===== config.mk =====
export PLATFORM = sky130hd
export DESIGN_NAME = ir_burst_tx_flat
export DESIGN_NICKNAME = d
export VERILOG_FILES = /design/src/rtl/ir_burst_tx_if.sv /design/src/rtl/ir_burst_tx.sv /design/src/flat_wrapper.sv
export SDC_FILE = /design/constraint.sdc
export NUM_CORES = 1
export LEC_CHECK = 0
export BUFFER_PORTS_ARGS = -buffer_cell sky130_fd_sc_hd__buf_4
export CORE_ASPECT_RATIO = 0.9
export CORE_MARGIN = 5
export CORE_UTILIZATION = 55
export CTS_BUF_LIST = sky130_fd_sc_hd__clkbuf_2
export DETAILED_ROUTE_END_ITERATION = 12
export PLACE_DENSITY = 0.79
export SLEW_MARGIN = 30
export SYNTH_ARGS = -nofsm -noshare
export SYNTH_HDL_FRONTEND = slang
export SYNTH_SLANG_ARGS = --single-unit

===== constraint.sdc =====
create_clock -name clk -period 2.9 [get_ports clk]
set_input_delay 0 -clock clk [delete_from_list [all_inputs] [get_ports clk]]
set_output_delay 0 -clock clk [all_outputs]
set_load 0.01 [all_outputs]

===== src/rtl/ir_burst_tx_if.sv =====
// rtl/ir_burst_tx_if.sv - burst request and IR output bundle for ir_burst_tx
interface ir_burst_tx_if;
    logic       start;
    logic       mode;
    logic       ir_out;
    logic       busy;
    logic       done;
    logic [4:0] pulse_cnt;

    modport master (
        output start,
        output mode,
        input  ir_out,
        input  busy,
        input  done,
        input  pulse_cnt
    );

    modport slave (
        input  start,
        input  mode,
        output ir_out,
        output busy,
        output done,
        output pulse_cnt
    );
endinterface


===== src/rtl/ir_burst_tx.sv =====
// rtl/ir_burst_tx.sv - IR carrier burst generator: N carrier pulses then a low guard gap
module ir_burst_tx #(
    parameter int HALF_PERIOD = 4,
    parameter int PULSES_LO   = 3,
    parameter int PULSES_HI   = 10,
    parameter int GAP_CYCLES  = 20
) (
    input  logic          clk,
    input  logic          rst_n,
    ir_burst_tx_if.slave  bus
);
    localparam logic [15:0] HP_LOAD  = 16'(HALF_PERIOD);
    localparam logic [15:0] GAP_LOAD = 16'(GAP_CYCLES);
    localparam logic [4:0]  N_LO     = 5'(PULSES_LO);
    localparam logic [4:0]  N_HI     = 5'(PULSES_HI);

    typedef enum logic [1:0] {
        IDLE  = 2'd0,
        MARK  = 2'd1,
        SPACE = 2'd2,
        GAP   = 2'd3
    } state_t;

    state_t      state_q;
    logic        mode_q;
    logic [15:0] hp_cnt_q;
    logic [15:0] gap_cnt_q;
    logic [4:0]  pulse_cnt_q;
    logic        ir_out_q;
    logic        busy_q;
    logic        done_q;

    logic [4:0]  target_d;
    logic [4:0]  pulse_inc_d;

    // Target follows the mode latched at acceptance, never the live input.
    assign target_d    = mode_q ? N_HI : N_LO;
    assign pulse_inc_d = pulse_cnt_q + 5'd1;

    always_ff @(posedge clk or negedge rst_n) begin
        if (!rst_n) begin
            state_q     <= IDLE;
            mode_q      <= 1'b0;
            hp_cnt_q    <= 16'd0;
            gap_cnt_q   <= 16'd0;
            pulse_cnt_q <= 5'd0;
            ir_out_q    <= 1'b0;
            busy_q      <= 1'b0;
            done_q      <= 1'b0;
        end else begin
            case (state_q)
                IDLE: begin
                    done_q <= 1'b0;
                    if (bus.start) begin
                        state_q     <= MARK;
                        mode_q      <= bus.mode;
                        pulse_cnt_q <= 5'd0;
                        hp_cnt_q    <= HP_LOAD;
                        ir_out_q    <= 1'b1;
                        busy_q      <= 1'b1;
                    end
                end
                MARK: begin
                    if (hp_cnt_q == 16'd1) begin
                        state_q  <= SPACE;
                        hp_cnt_q <= HP_LOAD;
                        ir_out_q <= 1'b0;
                    end else begin
                        hp_cnt_q <= hp_cnt_q - 16'd1;
                    end
                end
                SPACE: begin
                    if (hp_cnt_q == 16'd1) begin
                        pulse_cnt_q <= pulse_inc_d;
                        if (pulse_inc_d == target_d) begin
                            state_q   <= GAP;
                            hp_cnt_q  <= 16'd0;
                            gap_cnt_q <= GAP_LOAD;
                        end else begin
                            state_q  <= MARK;
                            hp_cnt_q <= HP_LOAD;
                            ir_out_q <= 1'b1;
                        end
                    end else begin
                        hp_cnt_q <= hp_cnt_q - 16'd1;
                    end
                end
                GAP: begin
                    if (gap_cnt_q == 16'd1) begin
                        state_q   <= IDLE;
                        gap_cnt_q <= 16'd0;
                        busy_q    <= 1'b0;
                        done_q    <= 1'b1;
                    end else begin
                        gap_cnt_q <= gap_cnt_q - 16'd1;
                    end
                end
                default: begin
                    state_q  <= IDLE;
                    ir_out_q <= 1'b0;
                    busy_q   <= 1'b0;
                    done_q   <= 1'b0;
                end
            endcase
        end
    end

    assign bus.ir_out    = ir_out_q;
    assign bus.busy      = busy_q;
    assign bus.done      = done_q;
    assign bus.pulse_cnt = pulse_cnt_q;
endmodule


===== src/flat_wrapper.sv =====
// flat-port wrapper written by rule: the top's interface ports become plain ports
module ir_burst_tx_flat 
#(
    parameter int HALF_PERIOD = 4,
    parameter int PULSES_LO   = 3,
    parameter int PULSES_HI   = 10,
    parameter int GAP_CYCLES  = 20
)
  (clk, rst_n, bus_start, bus_mode, bus_ir_out, bus_busy, bus_done, bus_pulse_cnt);
  ir_burst_tx_if bus_i ();
  input  logic clk;
  input  logic rst_n;
  input wire logic [$bits(bus_i.start)-1:0] bus_start;
  input wire logic [$bits(bus_i.mode)-1:0] bus_mode;
  output wire logic [$bits(bus_i.ir_out)-1:0] bus_ir_out;
  output wire logic [$bits(bus_i.busy)-1:0] bus_busy;
  output wire logic [$bits(bus_i.done)-1:0] bus_done;
  output wire logic [$bits(bus_i.pulse_cnt)-1:0] bus_pulse_cnt;
  assign bus_i.start = bus_start;
  assign bus_i.mode = bus_mode;
  assign bus_ir_out = bus_i.ir_out;
  assign bus_busy = bus_i.busy;
  assign bus_done = bus_i.done;
  assign bus_pulse_cnt = bus_i.pulse_cnt;
  ir_burst_tx #(.HALF_PERIOD(HALF_PERIOD), .PULSES_LO(PULSES_LO), .PULSES_HI(PULSES_HI), .GAP_CYCLES(GAP_CYCLES)) u_core (.clk(clk), .rst_n(rst_n), .bus(bus_i));
endmodule

Word level (Yosys, flattened, before mapping)
Cells that the tools add are included.

Flip-flop bits (word level): 43. Bits of input ports: 4. Output and inout bits: 8. Word-level logic and storage cells: 64.

Add/sub/neg operators: 3. Equality and inequality tests: 12. Multiplexer cells: 28. Reductions and logical operators: 13.

Operator list (count): $mux 16 (6); $pmux 16 s3 (1); $eq 16x1->1 const B (2); $pmux 16 s2 (1); $sub 16x1->16 const B (2); $mux 2 (5); $mux 5 (2); $pmux 5 s2 (1); $reduce_and 3->1 (3); $ne 2x1->1 const B (4); $pmux 2 s4 (1); $mux 1 (6); $reduce_and 2->1 (3); $reduce_bool 2->1 (3); $add 5x1->5 const B (1); $eq 5x5->1 (1); $reduce_and 5->1 (1); $eq 2x2->1 const B (2); $mux 4 (1); $ne 2x2->1 const B (2); $pmux 1 s2 (2); $reduce_and 4->1 (1); $mux 3 (1); $pmux 1 s3 (1); other kinds (3) (3).

Longest topological paths before layout
Depth in word-level cells: 5. Depth in mapped cells: 9. Gate-level depth less buffers: 7.

Least setup slack after synthesis
Ideal clock, no wire load.

Path type: register to register. Start point: reg u_core.pulse_cnt_q[0] (netlist: u_core.bus.pulse_cnt[0]). End point: reg u_core.gap_cnt_q[9]. Setup time: 0.082 ns. Arrival: 2.095 ns. Required time: 2.818 ns. Setup slack: 0.723 ns. Stages on the path, launching flop included: 8. Clock period less this slack: 2.177 ns. Cells stage by stage: dfrtp_1 > ha_1 > nor4b_1 > a41o_1 > o211ai_1 > buf_2 > or3_1 > a31oi_1.

Cells in the longest elaborated chain, start to end: 4.

RTL lines: from (decl) (RTL line ir_burst_tx.sv:28) `logic [4:0] pulse_cnt_q;`; from (signal assigned) (RTL line ir_burst_tx.sv:74) `pulse_cnt_q <= pulse_inc_d;`; $add 5x1->5 (RTL line ir_burst_tx.sv:38) `assign pulse_inc_d = pulse_cnt_q + 5'd1;`; $eq 5x5->1 (RTL line ir_burst_tx.sv:75) `if (pulse_inc_d == target_d) begin`; $ne 2x1->1 (no line); $reduce_and 3->1 (no line); to (signal assigned) (RTL line ir_burst_tx.sv:95) `gap_cnt_q <= gap_cnt_q - 16'd1;`; to (decl) (RTL line ir_burst_tx.sv:27) `logic [15:0] gap_cnt_q;`.

Every way passes these cells. A chain may end at the register's enable or synchronous reset.

Worst setup path after layout
Start point: reg u_core.hp_cnt_q[1]. End point: reg u_core.gap_cnt_q[7].

Cells in the longest elaborated chain, start to end: 3.

RTL lines: from (decl) (RTL line ir_burst_tx.sv:26) `logic [15:0] hp_cnt_q;`; from (signal assigned) (RTL line ir_burst_tx.sv:69) `hp_cnt_q <= hp_cnt_q - 16'd1;`; from (signal assigned) (RTL line ir_burst_tx.sv:85) `hp_cnt_q <= hp_cnt_q - 16'd1;`; $eq 16x1->1 (RTL line ir_burst_tx.sv:73) `if (hp_cnt_q == 16'd1) begin`; $ne 2x1->1 (no line); $reduce_and 3->1 (no line).

Every way passes these cells.

==> impl_metrics.csv <==
group,metric,value,unit
cells_and_area,fin_nets,365,
grt,grt_max_degree,44,
floorplan,die_w,87.4,um
drt,ant_nets,0,
yosys,synth_area_leaders,"dfrtp_1 36%, nor2_1 4.3%, ha_1 3.8%",
placement,io_buffers,11,
sta,fin_crit_sh,0.904,
drt,drc,0,
floorplan,dieHeight,79.6,um
floorplan,row_count,25,
placement,pre_cts_slack,0.371,ns
drt,vias,2730,
drt,first_iter_violations,268,
grt,antenna_found_initial,0,
cells_and_area,layoutNonFillerInstCount,420,
floorplan,ioPinCount,12,
sta,finalSetupTns,0,ns
grt,grt_pass1_wl,12300,um
outcome,outcome,"finished, final reports clean",
power,clkPwrFrac,0.417,
cells_and_area,drive_gt1_frac,0.125,
yosys,yosysTopAreaCell,"dfrtp_1",
sta,period_needed,2.62,ns
placement,gp_congestion,0.857,
worst_setup_path,setup.worst_path.start_class,"flip-flop",
sta,setup_ws,0.279,ns
floorplan,core_area,5260,um2
drt,routedWlPerCell,17.2,um
yosys,syn-cell-area,2960,um2
drt,drt_first_pass_iters,5,
yosys,synthCells,338,
power,combinationalPowerShare,0.018,
grt,grt_overflow,0,
cts,cts.clk_slew.worst_paths,0.25,ns
power,p_int,0.838,mW
sta,worst_hold_slack,0.0604,ns
cts,root_buffer,"clkbuf_2",
cells_and_area,num-fill-cells,448,
placement,place_inst,408,
yosys,yosysTopAreaCellShare,0.363,
worst_setup_path,r2r_slack,0.28,ns
power,irDropWorstVdd,0.244,mV
yosys,ys_types,61,
cells_and_area,multiInputGateArea,1770,um2
cts,cts_made_buffers,5,
sta,rsz0062_at_grt,"false",
cts,clk_latency,0.43,ns
sta,worstMarginPinSlew,0.717,ns
yosys,synth_seq_cells,43,
yosys,syn-mean-instance-area,8.77,um2
yosys,yosysSeqAreaShare,0.363,
floorplan,start_util,0.564,
cells_and_area,final_cell_mix,"43 x dfrtp_1, 34 x nor2_1, 23 x buf_4",
worst_setup_path,cp_max_fo,9,
power,power_switching,0.226,mW
worst_setup_path,crit_type,"reg2reg",
cells_and_area,synthToLayoutAreaGrowth,10.3,%
sta,hold_viol,0,
cells_and_area,seq_area,1080,um2
power,power,1.06,mW
grt,grt_pass1_vias,2574,
cells_and_area,diodes,0,
sta,final_max_slew_viol_count,0,
yosys,synth_ff_type,"dfrtp_1",
flow_run,cap_violations,0,
cts,h-tree-depth,2,
yosys,synth_edf_count,0,
yosys,async_flop_share,1.00,
sta,max_freq,382,MHz
cts,cts.sinks,43,
cells_and_area,mostFrequentLayoutCell,"dfrtp_1",
power,p_sw_frac,0.213,
sta,fin_skew,0.0294,ns
worst_hold_path,hold_path_class,"in2async",
drt,vias_per_cell,6.50,
yosys,synth_fp_nets,351,
cts,clockBufferDepth,2,
grt,grtUsageTotal,0.222,
drt,routed_wl,7220,um
worst_setup_path,required,3.26,ns
yosys,ys_warn_count,0,
sta,setup_viol,0,
worst_setup_path,r2r_start,"u_core.hp_cnt_q[1]$_DFFE_PN0P_",
worst_setup_path,startpoint,"u_core.hp_cnt_q[1]$_DFFE_PN0P_",
cts,cts_tree,"built",
placement,hpwl,4990,um
cts,postCtsSetupBuffers,0,
worst_setup_path,worst_setup_path_end_kind,"flip-flop",
sta,maxSlewHeadroom,0.517,
power,seqPwrFrac,0.565,
floorplan,die-area,6960,um2
power,p_leak,1.44,nW
power,power_density,326,nW/um2
worst_setup_path,crit_arrival,2.98,ns
[flip-flops by register name, summed over array words and instances (netlist names)]
name / flops
u_core.bus.busy: 1
u_core.bus.done: 1
u_core.bus.ir_out: 1
u_core.bus.pulse_cnt: 5
u_core.gap_cnt_q: 16
u_core.hp_cnt_q: 16
u_core.mode_q: 1
u_core.state_q: 2
[power by group through the flow]
stage               Sequential [mW]  Clock, mW  Combinational (mW)
detailed placement            0.611          0              0.0174
finish                        0.601      0.443              0.0197
CTS                           0.601      0.455              0.0206
global route                  0.601      0.480              0.0229
floorplan                     0.611          0             0.00201
global placement              0.611          0              0.0171
[Yosys cell counts, types with 3 or more instances]
library cell,n
nand2b_1,8
a21oi_1,20
ha_1,9
nand2_1,19
nand3_1,18
o31ai_1,5
mux2i_1,8
or4_1,7
inv_1,8
o211ai_1,3
clkbuf_1,16
and3_1,4
a31oi_1,11
o21a_1,5
xor2_1,5
a41oi_1,3
xnor2_1,8
or3_1,8
a221oi_1,3
nor3_1,13
o221ai_1,5
nand4_1,8
dfrtp_1,43
o21ai_0,16
nor4_1,7
nor2_1,34
[routing by layer]
| layer | global-route usage | routed length [um] |
|---|---|---|
| met1 | 0.323 | 3350 |
| met2 | 0.341 | 3290 |
| met3 | 0.0310 | 466 |
| met4 | 0.0660 | 115 |
| met5 | 0 | 0 |
[per-stage QoR]
step	instance area, um2	utilization
2_1_floorplan	2960	-
3_3_place_gp	3140	0.597
3_5_place_dp	3140	0.597
4_1_cts	3270	0.622
5_1_grt	3270	0.622
6_report	3270	0.622
[worst paths after layout]
path,to,cells after the start
max,u_core.gap_cnt_q[7]$_DFFE_PN0P_,8
max in group asynchronous,u_core.gap_cnt_q[15]$_DFFE_PN0P_,2
min,u_core.state_q[1]$_DFFE_PN0P_,2
max reg2reg,u_core.gap_cnt_q[7]$_DFFE_PN0P_,8
min reg2reg,u_core.hp_cnt_q[6]$_DFFE_PN0P_,2
min in group clk,u_core.bus.pulse_cnt[2]$_DFFE_PN0P_,4
[area by class of cell]
cell class	instances	share of cell area
clock inverters	3	0.0207
clock buffers	5	0.00766
well taps	67	0.0257
inverters	9	0.0103
multi-input cells	266	0.541
flip-flops and latches	43	0.329
repair buffers	27	0.0651
[timing repair]
action | in CTS | in global routing
resized for setup | 0 | 0
endpoints found under the hold margin | 48 | 0
hold buffers | 4 | 0
[logic make-up (layout without fill, tap and decap cells)]
family	count (synthesis)	in the layout	share of synthesized area
adders and majority gates	9	9	0.0380
xor gates and xnor gates	13	13	0.0384
and+or+nand+nor	146	146	0.272
buffers and inverters	29	44	0.0401
AOI/OAI and AO/OA	89	89	0.218
DFF	43	43	0.363
muxes	9	9	0.0308
[critical path: stages, from the launching register on]
cell and delay, ns:
dfrtp_1 0.44, inv_1 0.10, ha_1 0.16, nor4b_1 0.37, and4_1 0.47, o211ai_1 0.27, buf_4 0.23, or3_1 0.34
a31oi_1 0.18
Power figures use the tool's default switching activity.
